--- config.mk ---
export PLATFORM = sky130hd
export DESIGN_NAME = pps_conditioner
export DESIGN_NICKNAME = d
export VERILOG_FILES = /design/src/rtl/pps_conditioner.sv
export SDC_FILE = /design/constraint.sdc
export NUM_CORES = 1
export LEC_CHECK = 0
export CAP_MARGIN = 15
export CORE_MARGIN = 4
export CORE_UTILIZATION = 59
export CTS_CLUSTER_DIAMETER = 120
export CTS_CLUSTER_SIZE = 25
export DETAILED_ROUTE_END_ITERATION = 7
export DONT_BUFFER_PORTS = 1
export GPL_ROUTABILITY_DRIVEN = 0
export GPL_TIMING_DRIVEN = 0
export PLACE_DENSITY = 0.79
export SLEW_MARGIN = 15
export SYNTH_ARGS = -nofsm -noshare
export SYNTH_HDL_FRONTEND = slang
export SYNTH_SLANG_ARGS = --single-unit
--- constraint.sdc ---
create_clock -name i_clk -period 4.1 [get_ports i_clk]
set_clock_uncertainty 0.1 [all_clocks]
set_input_delay 0.615 -clock i_clk [delete_from_list [all_inputs] [get_ports i_clk]]
set_output_delay 0.615 -clock i_clk [all_outputs]
set_load 0.1 [all_outputs]
--- src/rtl/pps_conditioner.sv ---
// rtl/pps_conditioner.sv - GPS PPS deglitch, interval qualification and lock tracking
module pps_conditioner #(
    parameter int CW       = 28,
    parameter int NOMINAL  = 156250000,
    parameter int TOL      = 15625,
    parameter int MIN_HIGH = 16,
    parameter int LOCK_N   = 3
) (
    input  logic          i_clk,
    input  logic          i_rst,
    input  logic          i_pps,
    input  logic          i_en,
    output logic          o_pps,
    output logic          o_pps_raw,
    output logic          o_valid,
    output logic [CW-1:0] o_period,
    output logic          o_early,
    output logic          o_missing
);

    localparam int FW = $clog2(MIN_HIGH + 1);
    localparam int GW = $clog2(LOCK_N + 1);
    localparam logic [CW-1:0] LO_LIM = CW'(NOMINAL - TOL);
    localparam logic [CW-1:0] HI_LIM = CW'(NOMINAL + TOL);

    typedef enum logic [1:0] {
        SEARCH  = 2'd0,
        ACQUIRE = 2'd1,
        LOCKED  = 2'd2
    } state_t;

    logic          sync1, sync2;
    logic [FW-1:0] hi_cnt;
    logic          evt;

    state_t        state_q, state_d;
    logic [GW-1:0] g_q, g_d;
    logic [CW-1:0] ivl_q, ivl_d, ivl_inc;
    logic          pps_d, raw_d, early_d, missing_d, period_ld;

    always_ff @(posedge i_clk) begin
        if (i_rst) begin
            sync1 <= 1'b0;
            sync2 <= 1'b0;
        end else begin
            sync1 <= i_pps;
            sync2 <= sync1;
        end
    end

    // evt pulses once per high run, on the sample that completes MIN_HIGH highs
    always_ff @(posedge i_clk) begin
        if (i_rst || !i_en) begin
            hi_cnt <= '0;
            evt    <= 1'b0;
        end else begin
            evt <= sync2 && (hi_cnt == FW'(MIN_HIGH - 1));
            if (!sync2) begin
                hi_cnt <= '0;
            end else if (hi_cnt != FW'(MIN_HIGH)) begin
                hi_cnt <= hi_cnt + 1'b1;
            end
        end
    end

    assign ivl_inc = (ivl_q == '1) ? ivl_q : ivl_q + 1'b1;

    always_comb begin
        state_d   = state_q;
        g_d       = g_q;
        ivl_d     = ivl_inc;
        pps_d     = 1'b0;
        raw_d     = 1'b0;
        early_d   = 1'b0;
        missing_d = 1'b0;
        period_ld = 1'b0;

        if (!i_en) begin
            state_d = SEARCH;
            g_d     = '0;
            ivl_d   = '0;
        end else begin
            unique case (state_q)
                SEARCH: begin
                    g_d   = '0;
                    ivl_d = '0;
                    if (evt) begin
                        state_d = ACQUIRE;
                        ivl_d   = CW'(1);
                        raw_d   = 1'b1;
                    end
                end
                ACQUIRE, LOCKED: begin
                    if (evt) begin
                        raw_d     = 1'b1;
                        period_ld = 1'b1;
                        ivl_d     = CW'(1);
                        if (ivl_q < LO_LIM) begin
                            early_d = 1'b1;
                            g_d     = '0;
                            state_d = ACQUIRE;
                        end else if (ivl_q <= HI_LIM) begin
                            if (state_q == LOCKED) begin
                                pps_d = 1'b1;
                            end else begin
                                g_d = g_q + 1'b1;
                                if (g_d == GW'(LOCK_N)) begin
                                    state_d = LOCKED;
                                    pps_d   = 1'b1;
                                end
                            end
                        end else begin
                            g_d     = '0;
                            state_d = ACQUIRE;
                        end
                    end else if (ivl_q == HI_LIM) begin
                        // counter is about to pass the window: an interval of HI_LIM+1 never happens
                        missing_d = 1'b1;
                        state_d   = SEARCH;
                        g_d       = '0;
                        ivl_d     = '0;
                    end
                end
                default: begin
                    state_d = SEARCH;
                    g_d     = '0;
                    ivl_d   = '0;
                end
            endcase
        end
    end

    always_ff @(posedge i_clk) begin
        if (i_rst) begin
            state_q   <= SEARCH;
            g_q       <= '0;
            ivl_q     <= '0;
            o_pps     <= 1'b0;
            o_pps_raw <= 1'b0;
            o_early   <= 1'b0;
            o_missing <= 1'b0;
            o_period  <= '0;
        end else begin
            state_q   <= state_d;
            g_q       <= g_d;
            ivl_q     <= ivl_d;
            o_pps     <= pps_d;
            o_pps_raw <= raw_d;
            o_early   <= early_d;
            o_missing <= missing_d;
            if (period_ld) begin
                o_period <= ivl_q;
            end
        end
    end

    assign o_valid = (state_q == LOCKED);

endmodule

; ---- Yosys cells after proc, flatten, opt, wreduce, memory -nomap -nowiden
; Index checks and enable logic that the tools add are counted.
[totals]
ff_bits = 72
output_inout_bits = 33
[op_classes]
addsub = 3
n_lt_le_gt_ge = 2
n_eq_ne = 13
muxes = 24
n_bitwise = 6
n_reduce_logical = 16
[op_table]
columns = cell, n
row1 = $mux W28, 3
row2 = $eq A28 B28 Y1 const B, 2
row3 = $pmux W28 S2, 1
row4 = $add A28 B1 Y28 const B, 1
row5 = $le A28 B28 Y1 const B, 1
row6 = $lt A28 B28 Y1 const B, 1
row7 = $mux W2, 11
row8 = $ne A5 B5 Y1 const B, 3
row9 = $reduce_or A3 Y1, 3
row10 = $mux W1, 8
row11 = $ne A4 B4 Y1 const B, 2
row12 = $reduce_or A4 Y1, 2
row13 = $not A1 Y1, 6
row14 = $reduce_or A2 Y1, 3
row15 = $reduce_or A6 Y1, 1
row16 = $add A5 B1 Y5 const B, 1
row17 = $eq A5 B4 Y1 const B, 1
row18 = $eq A2 B2 Y1 const B, 2
row19 = $pmux W2 S2, 1
row20 = $reduce_and A4 Y1, 1
row21 = $ne A3 B3 Y1 const B, 1
row22 = $add A2 B1 Y2 const B, 1
row23 = $eq A2 B1 Y1 const B, 1
row24 = $logic_not A2 Y1, 1
row25 = other kinds (6), 6

; ---- Logic depth before layout (Yosys ltp)
; Gate-level depths: netlist of the first run.
[depth]
depth_word = 8
mapped_depth = 9
mapped_depth_nobuf = 9

; ---- Worst setup path before layout of the first run
; Ideal clock, no wire load.
[synth_timing]
kind = register to register
startpoint = register ivl_q[16]
endpoint = register ivl_q[16]
setup_ps = 70
arrival_ps = 2743
t_required_ps = 3930
path_slack_ps = 1187
path_stages_with_launch = 8
synth_period_minus_slack_ps = 2913
path_cell_list = dfxtp_1 -> or4_4 -> or4_4 -> o311a_4 -> a21oi_4 -> nand3_2 -> or4b_1 -> a21oi_1
[synth_between]
elab_chain_cells = 5
word_cells_on_any_way = 8
classes_between = add/sub (1) / eq/ne (3) / mux (4)
[synth_rtl]
columns = item, line
row1 = "start, declared", 38  ; logic [CW-1:0] ivl_q, ivl_d, ivl_inc;
row2 = "start signal, assigned", 146  ; ivl_q <= ivl_d;
row3 = $add A28 B1 Y28, 66  ; assign ivl_inc = (ivl_q == '1) ? ivl_q : ivl_q + 1'b1;
row4 = $mux W28, 66
row5 = $mux W28, 116  ; end else if (ivl_q == HI_LIM) begin
row6 = $mux W28, 94  ; if (evt) begin
row7 = $pmux W28 S2, 83  ; unique case (state_q)
; Several ways; a longest one is shown, not always the timed one. The select of a mux whose other input is x is not followed.
; A chain may end at the register's enable or synchronous reset.

; ---- Final worst setup path of the first run
; Same ends and word-level chain as after synthesis.

==> flow_summary.json, run 1 <==
{
  "worstSetupEndpointType": "flop",
  "drt_iter0_markers": 276,
  "p_per_area_nw_per_um2": 325,
  "drive_gt1_share_pct": 5.15,
  "rrSetupSlack_ps": 900,
  "power.leakage_nw": 1.24,
  "wl_per_cell_um": 15.4,
  "dieHeight_um": 84.4,
  "clock_sinks": 72,
  "combPwrFrac_pct": 0.7,
  "p_sw_share_pct": 22.2,
  "place_ws_ps": 958,
  "io_pins": 37,
  "path_class": "reg -> reg",
  "clockPowerShare_pct": 41.1,
  "grt_pass1_vias": 2860,
  "cts_hold_buf": 0,
  "cts_setup_buffers": 0,
  "synthTopCellsByArea": "dfxtp_1, nand2_1, a21oi_1, xor2_1, nor2_1",
  "min_period_over_period_pct": 78.0,
  "drv_slew": 0,
  "path_delay_family": "simple AND/OR/NAND/NOR gates",
  "path_cells": "or4_4, or4_4, o311a_4, a21oi_4, nand3_2, or4b_1, a21oi_1",
  "die_area_um2": 7130,
  "multi_input_comb_area_um2": 1850,
  "place_inst": 503,
  "ys_types": 52,
  "drc": 0,
  "clockRootBuffer": "clkbuf_8",
  "wirelength_um": 8000,
  "grt_max_degree": 12,
  "synthToLayoutAreaGrowth_pct": 7.45,
  "dpl_cell_area_um2": 3530,
  "grt_pass1_wl_um": 13600,
  "hp-class": "in -> reg",
  "dp_hpwl_um": 5620,
  "hold_viol": 0,
  "synth_seq_area_share_pct": 41.8,
  "seq_power_share_pct": 58.2,
  "vdd_ir_drop_max_v": 0.000219,
  "switching_power_w": 0.000267,
  "synth_area_um2": 3440,
  "synthCells": 431,
  "setup_viol": 0,
  "cp.arrival_ps": 3380,
  "final-seq-area_um2": 1440,
  "cpPeakStageDelay_ps": 580,
  "max-slew-margin-rel_pct": 22.1,
  "cts.clk_slew.worst_paths_ps": 70,
  "clock_latency_ps": 350,
  "yosys_warnings": 0,
  "fin_setup_tns_ps": 0,
  "routed_via_density": 5.92,
  "fill_cells": 483,
  "worstMarginPinSlew_ps": 1170,
  "htreeDepth": 3,
  "first_pass_iters": 5,
  "cp_max_fo": 10,
  "antenna_found_initial": 0,
  "cp_data_required_time_ps": 4280,
  "design.core.area_um2": 5570,
  "ys_ff_latch": 72,
  "stdcell_count": 519,
  "nets": 456,
  "rows": 27,
  "path_common_cell": "or4_4",
  "fin_ws_ps": 903,
  "p_total_w": 0.00120,
  "fmax_mhz": 313,
  "initial_utilization_pct": 61.8,
  "portBuffers": 0,
  "rsz0062_at_grt": "no",
  "postSynthAreaPerCell_um2": 7.99,
  "clk_path_buf_depth": 2,
  "syn-num-nets": 445,
  "antennaDiodeCount": 0,
  "grt_use_total_pct": 23.6,
  "p_int_w": 0.000937,
  "status": "completed",
  "via_count": 3070,
  "fp.dieW_um": 84.4,
  "synth_top_area_share_pct": 41.8,
  "synth_largest_area_cell": "dfxtp_1",
  "path_buf_inv": 0,
  "drv_cap": 0,
  "cts_tree": "built",
  "cts.repair.resized": 0,
  "cts_buffers": 9,
  "start_kind": "flop",
  "ant_nets": 0,
  "fin_area_um2": 3700,
  "layout_min_cycle_time_ps": 3200,
  "cp_slowest_cell": "or4_4",
  "grt-ovfl-total": 0
}
## power by group through the flow
stage	registers, W	clock network [W]	logic (W)
after global placement	0.000716	0	0.00000865
final	0.000700	0.000495	0.00000874
after CTS	0.000700	0.000498	0.00000874
after global routing	0.000700	0.000535	0.00000990
after detailed placement	0.000716	0	0.00000872
after floorplan	0.000716	0	0.00000653
## Yosys cell counts (all sizes together)
library cell,count
nand4,18
clkbuf,25
a211oi,2
o21ai,8
mux2i,1
nor4b,2
a21oi,43
nor2b,9
o21a,2
and2,3
xor2,21
o211ai,2
ha,10
a32o,1
buf,4
nor2,38
o311ai,1
o21bai,2
and4b,1
o31a,1
nor3,14
nand3b,1
and4,8
xnor2,3
or2,1
a31oi,1
dfxtp,72
nand2b,1
and3,11
or3,2
a311o,1
nand2,79
o31ai,2
nand3,13
o41ai,1
a211o,1
o311a,2
nor4,4
or4b,1
o2111ai,1
nor3b,2
or4,3
inv,12
a32oi,1
## layout make-up
type | count | share of cell area [%]
Buffer | 29 | 3.01
Clock buffer | 13 | 4.02
Clock inverter | 3 | 0.473
Inverter | 12 | 1.22
Multi-Input combinational cell | 318 | 49.9
Sequential cell | 72 | 38.9
Tap cell | 72 | 2.43
## logic make-up (layout without fill, tap and decap cells)
kind of cell | after synthesis | in the layout | share of synthesized area, %
AO/OA/AOI/OAI | 72 | 72 | 13.1
XOR/XNOR | 24 | 24 | 6.10
adder cells (fa/ha/maj) | 10 | 10 | 3.63
buffers and inverters | 41 | 57 | 4.54
flip-flops | 72 | 72 | 41.8
multiplexers | 1 | 1 | 0.291
AND/OR/NAND/NOR | 211 | 211 | 30.5
## cell usage in the layout, fill, tap and decap left out, drive strengths merged, types with 3 or more instances in the layout
cell type	Yosys	final
ha	10	10
or4	3	3
nor2	38	38
nor4	4	4
nand3	13	13
and3	11	11
clkbuf	25	38
nor3	14	14
a21oi	43	43
xnor2	3	3
and4	8	8
and2	3	3
dfxtp	72	72
buf	4	4
inv	12	12
o21ai	8	8
nand2	79	79
xor2	21	21
nand4	18	18
nor2b	9	9
## layer usage
metal / vias up / wire length, um / track usage (%)
met3: 16 / 605 / 6.97
met5: - / 0 / 0
met2: 99 / 3720 / 37.3
met4: 0 / 162 / 9.06
li1: 1514 / - / -
met1: 1441 / 3510 / 30.5
## path summary, 6_finish.rpt
| kind | start | endpoint | cells after the start |
|---|---|---|---|
| setup / recovery | ivl_q[16] | ivl_q[16] | 7 |
| hold / removal | i_pps | sync1 | 1 |
| setup reg to reg | ivl_q[16] | ivl_q[16] | 7 |
| hold reg to reg | sync1 | sync2 | 1 |
## sequential cells by signal, summed over array words and instances (netlist names), 2 cells and up
| register | cells |
|---|---|
| hi_cnt | 5 |
| state_q | 2 |
| o_period | 28 |
| ivl_q | 28 |
| g_q | 2 |
## through the flow
step | util [%] | hold WS [ps]
final | 66.4 | 297
after global routing | 66.4 | 306
after CTS | 66.4 | 292
after detailed placement | 63.4 | 334
after global placement | 63.4 | 325
after floorplan | - | 314
No activity file was read; power rests on OpenSTA's default activity.
==> run 2, diff against run 1 <==
- clock period: 4.1 -> 3 ns (I/O delays scaled with it)
==> run 2 against run 1 <==
Effect of this change: sequential share of layout area is 0.31 points lower; via count is 0.42% higher; first-iteration DRC count is 4.0% higher; maximum frequency rose by 8.3%; clock-buffer cell count is the same; largest cell class unchanged; highest routed layer unchanged.
==> flow_summary.json, run 2 (synthesized netlist as in run 1, its figures left out) <==
{
  "switching_power_w": 0.000366,
  "clockPowerShare_pct": 41.2,
  "initial_utilization_pct": 61.8,
  "dp_hpwl_um": 5620,
  "rows": 27,
  "design.core.area_um2": 5570,
  "cp_max_fo": 7,
  "drive_gt1_share_pct": 6.90,
  "via_count": 3083,
  "layout_min_cycle_time_ps": 2950,
  "cts.clk_slew.worst_paths_ps": 70,
  "dieHeight_um": 84.4,
  "mostFrequentLayoutCells": "nand2_1, dfxtp_1, a21oi_1, nor2_1, clkbuf_1",
  "final-seq-area_um2": 1440,
  "portBuffers": 0,
  "rsz0062_at_grt": "yes",
  "place_ws_ps": -142,
  "holdWs_ps": 129,
  "drv_cap": 0,
  "clk_path_buf_depth": 2,
  "worstSetupEndpointType": "flop",
  "place_inst": 503,
  "path_common_cell": "or4_4",
  "first_pass_iters": 6,
  "die_area_um2": 7130,
  "cp.arrival_ps": 3130,
  "grt_pass1_vias": 2865,
  "p_sw_share_pct": 22.2,
  "worstMarginPinSlew_ps": 1170,
  "worstRegToRegCells": 7,
  "wl_per_cell_um": 15.4,
  "drc": 0,
  "status": "completed",
  "seq_power_share_pct": 58.1,
  "grt_max_degree": 12,
  "dpl_cell_area_um2": 3530,
  "grt_use_total_pct": 23.6,
  "path_cells": "or4_4, or4_4, o311a_4, a21oi_4, nand3_2, or4b_4, a21oi_2",
  "clock_latency_ps": 350,
  "p_per_area_nw_per_um2": 441,
  "vdd_ir_drop_max_v": 0.000297,
  "grt_pass1_wl_um": 13600,
  "hp-class": "in -> reg",
  "wirelength_um": 8010,
  "cts_hold_buf": 0,
  "clockRootBuffer": "clkbuf_8",
  "min_period_over_period_pct": 98.4,
  "final_common_cell": "nand2_1",
  "cp_data_required_time_ps": 3180,
  "io_pins": 37,
  "hold_viol": 0,
  "drv_slew": 0,
  "stdcell_count": 521,
  "top_regs": "ivl_q x28, o_period x28, hi_cnt x5",
  "fmax_mhz": 339,
  "nets": 458,
  "cpPeakStageDelay_ps": 560,
  "routed_via_density": 5.92,
  "setup_viol": 0,
  "multi_input_comb_area_um2": 1860,
  "grt-ovfl-total": 0,
  "clock_sinks": 72,
  "hold_depth": 1,
  "cts_tree": "built",
  "cts_buffers": 9,
  "path_class": "reg -> reg",
  "fin_ws_ps": 48.4,
  "max-slew-margin-rel_pct": 21.9,
  "antennaDiodeCount": 0,
  "antenna_found_initial": 0,
  "combPwrFrac_pct": 0.7,
  "start_kind": "flop",
  "power.leakage_nw": 1.26,
  "htreeDepth": 3,
  "fin_area_um2": 3730,
  "fp.dieW_um": 84.4,
  "synthToLayoutAreaGrowth_pct": 8.39,
  "ant_nets": 0,
  "p_int_w": 0.00128,
  "cp_slowest_cell": "or4_4",
  "drt_iter0_markers": 287,
  "fill_cells": 477
}
-- run 2: power groups by stage --
stage / sequential, W / clock (W) / combinational [W]
finish: 0.000957 / 0.000678 / 0.0000119
CTS: 0.000957 / 0.000681 / 0.0000120
global route: 0.000957 / 0.000732 / 0.0000135
global placement: 0.000979 / 0 / 0.0000118
detailed placement: 0.000979 / 0 / 0.0000119
floorplan: 0.000979 / 0 / 0.00000892
-- run 2: through the flow --
stage	setup TNS [ps]	power, W	util (%)
3_5_place_dp	-198	0.000991	63.4
4_1_cts	0	0.00165	66.7
2_1_floorplan	0	0.000988	-
6_report	0	0.00165	67.0
5_1_grt	-73.8	0.00170	67.0
3_3_place_gp	-120	0.000991	63.4
-- run 2: worst max-delay path: cells and delay by family (launching register included) --
family	cells	cell delay, ps
AND/OR/NAND/NOR	4	1720
flip-flops	1	360
AO/OA/AOI/OAI	3	700
-- run 2: per-layer routing --
| layer | wire (um) | global-route usage (%) | part of all wire [%] | vias to the layer above |
|---|---|---|---|---|
| li1 | - | - | - | 1520 |
| met1 | 3500 | 30.6 | 44 | 1430 |
| met2 | 3710 | 37.3 | 46 | 111 |
| met3 | 597 | 6.97 | 7.4 | 22 |
| met4 | 202 | 9.06 | 2.5 | 0 |
| met5 | 0 | 0 | 0 | - |
-- run 2: repair_timing --
action | in CTS | in global routing
endpoints found under the setup margin | 2 | 23
cloned | 0 | 0
pin swaps | 2 | 1
buffers inserted | 2 | 0
gates resized for setup | 1 | 7
-- run 2: layout make-up --
cell class / count / area share, %
multi-input cells: 318 / 49.8
inverters: 12 / 1.21
repair buffers: 2 / 0.402
clock inverters: 3 / 0.469
plain buffers: 29 / 3.05
flip-flops and latches: 72 / 38.6
clock buffers: 13 / 3.99
well taps: 72 / 2.41
-- run 2: final timing paths --
check                  from   endpoint  slack (ps)
setup reg to reg  ivl_q[16]  ivl_q[16]          50
hold reg to reg       sync1      sync2         350
setup / recovery  ivl_q[16]  ivl_q[16]          50
hold / removal        i_pps      sync1         130
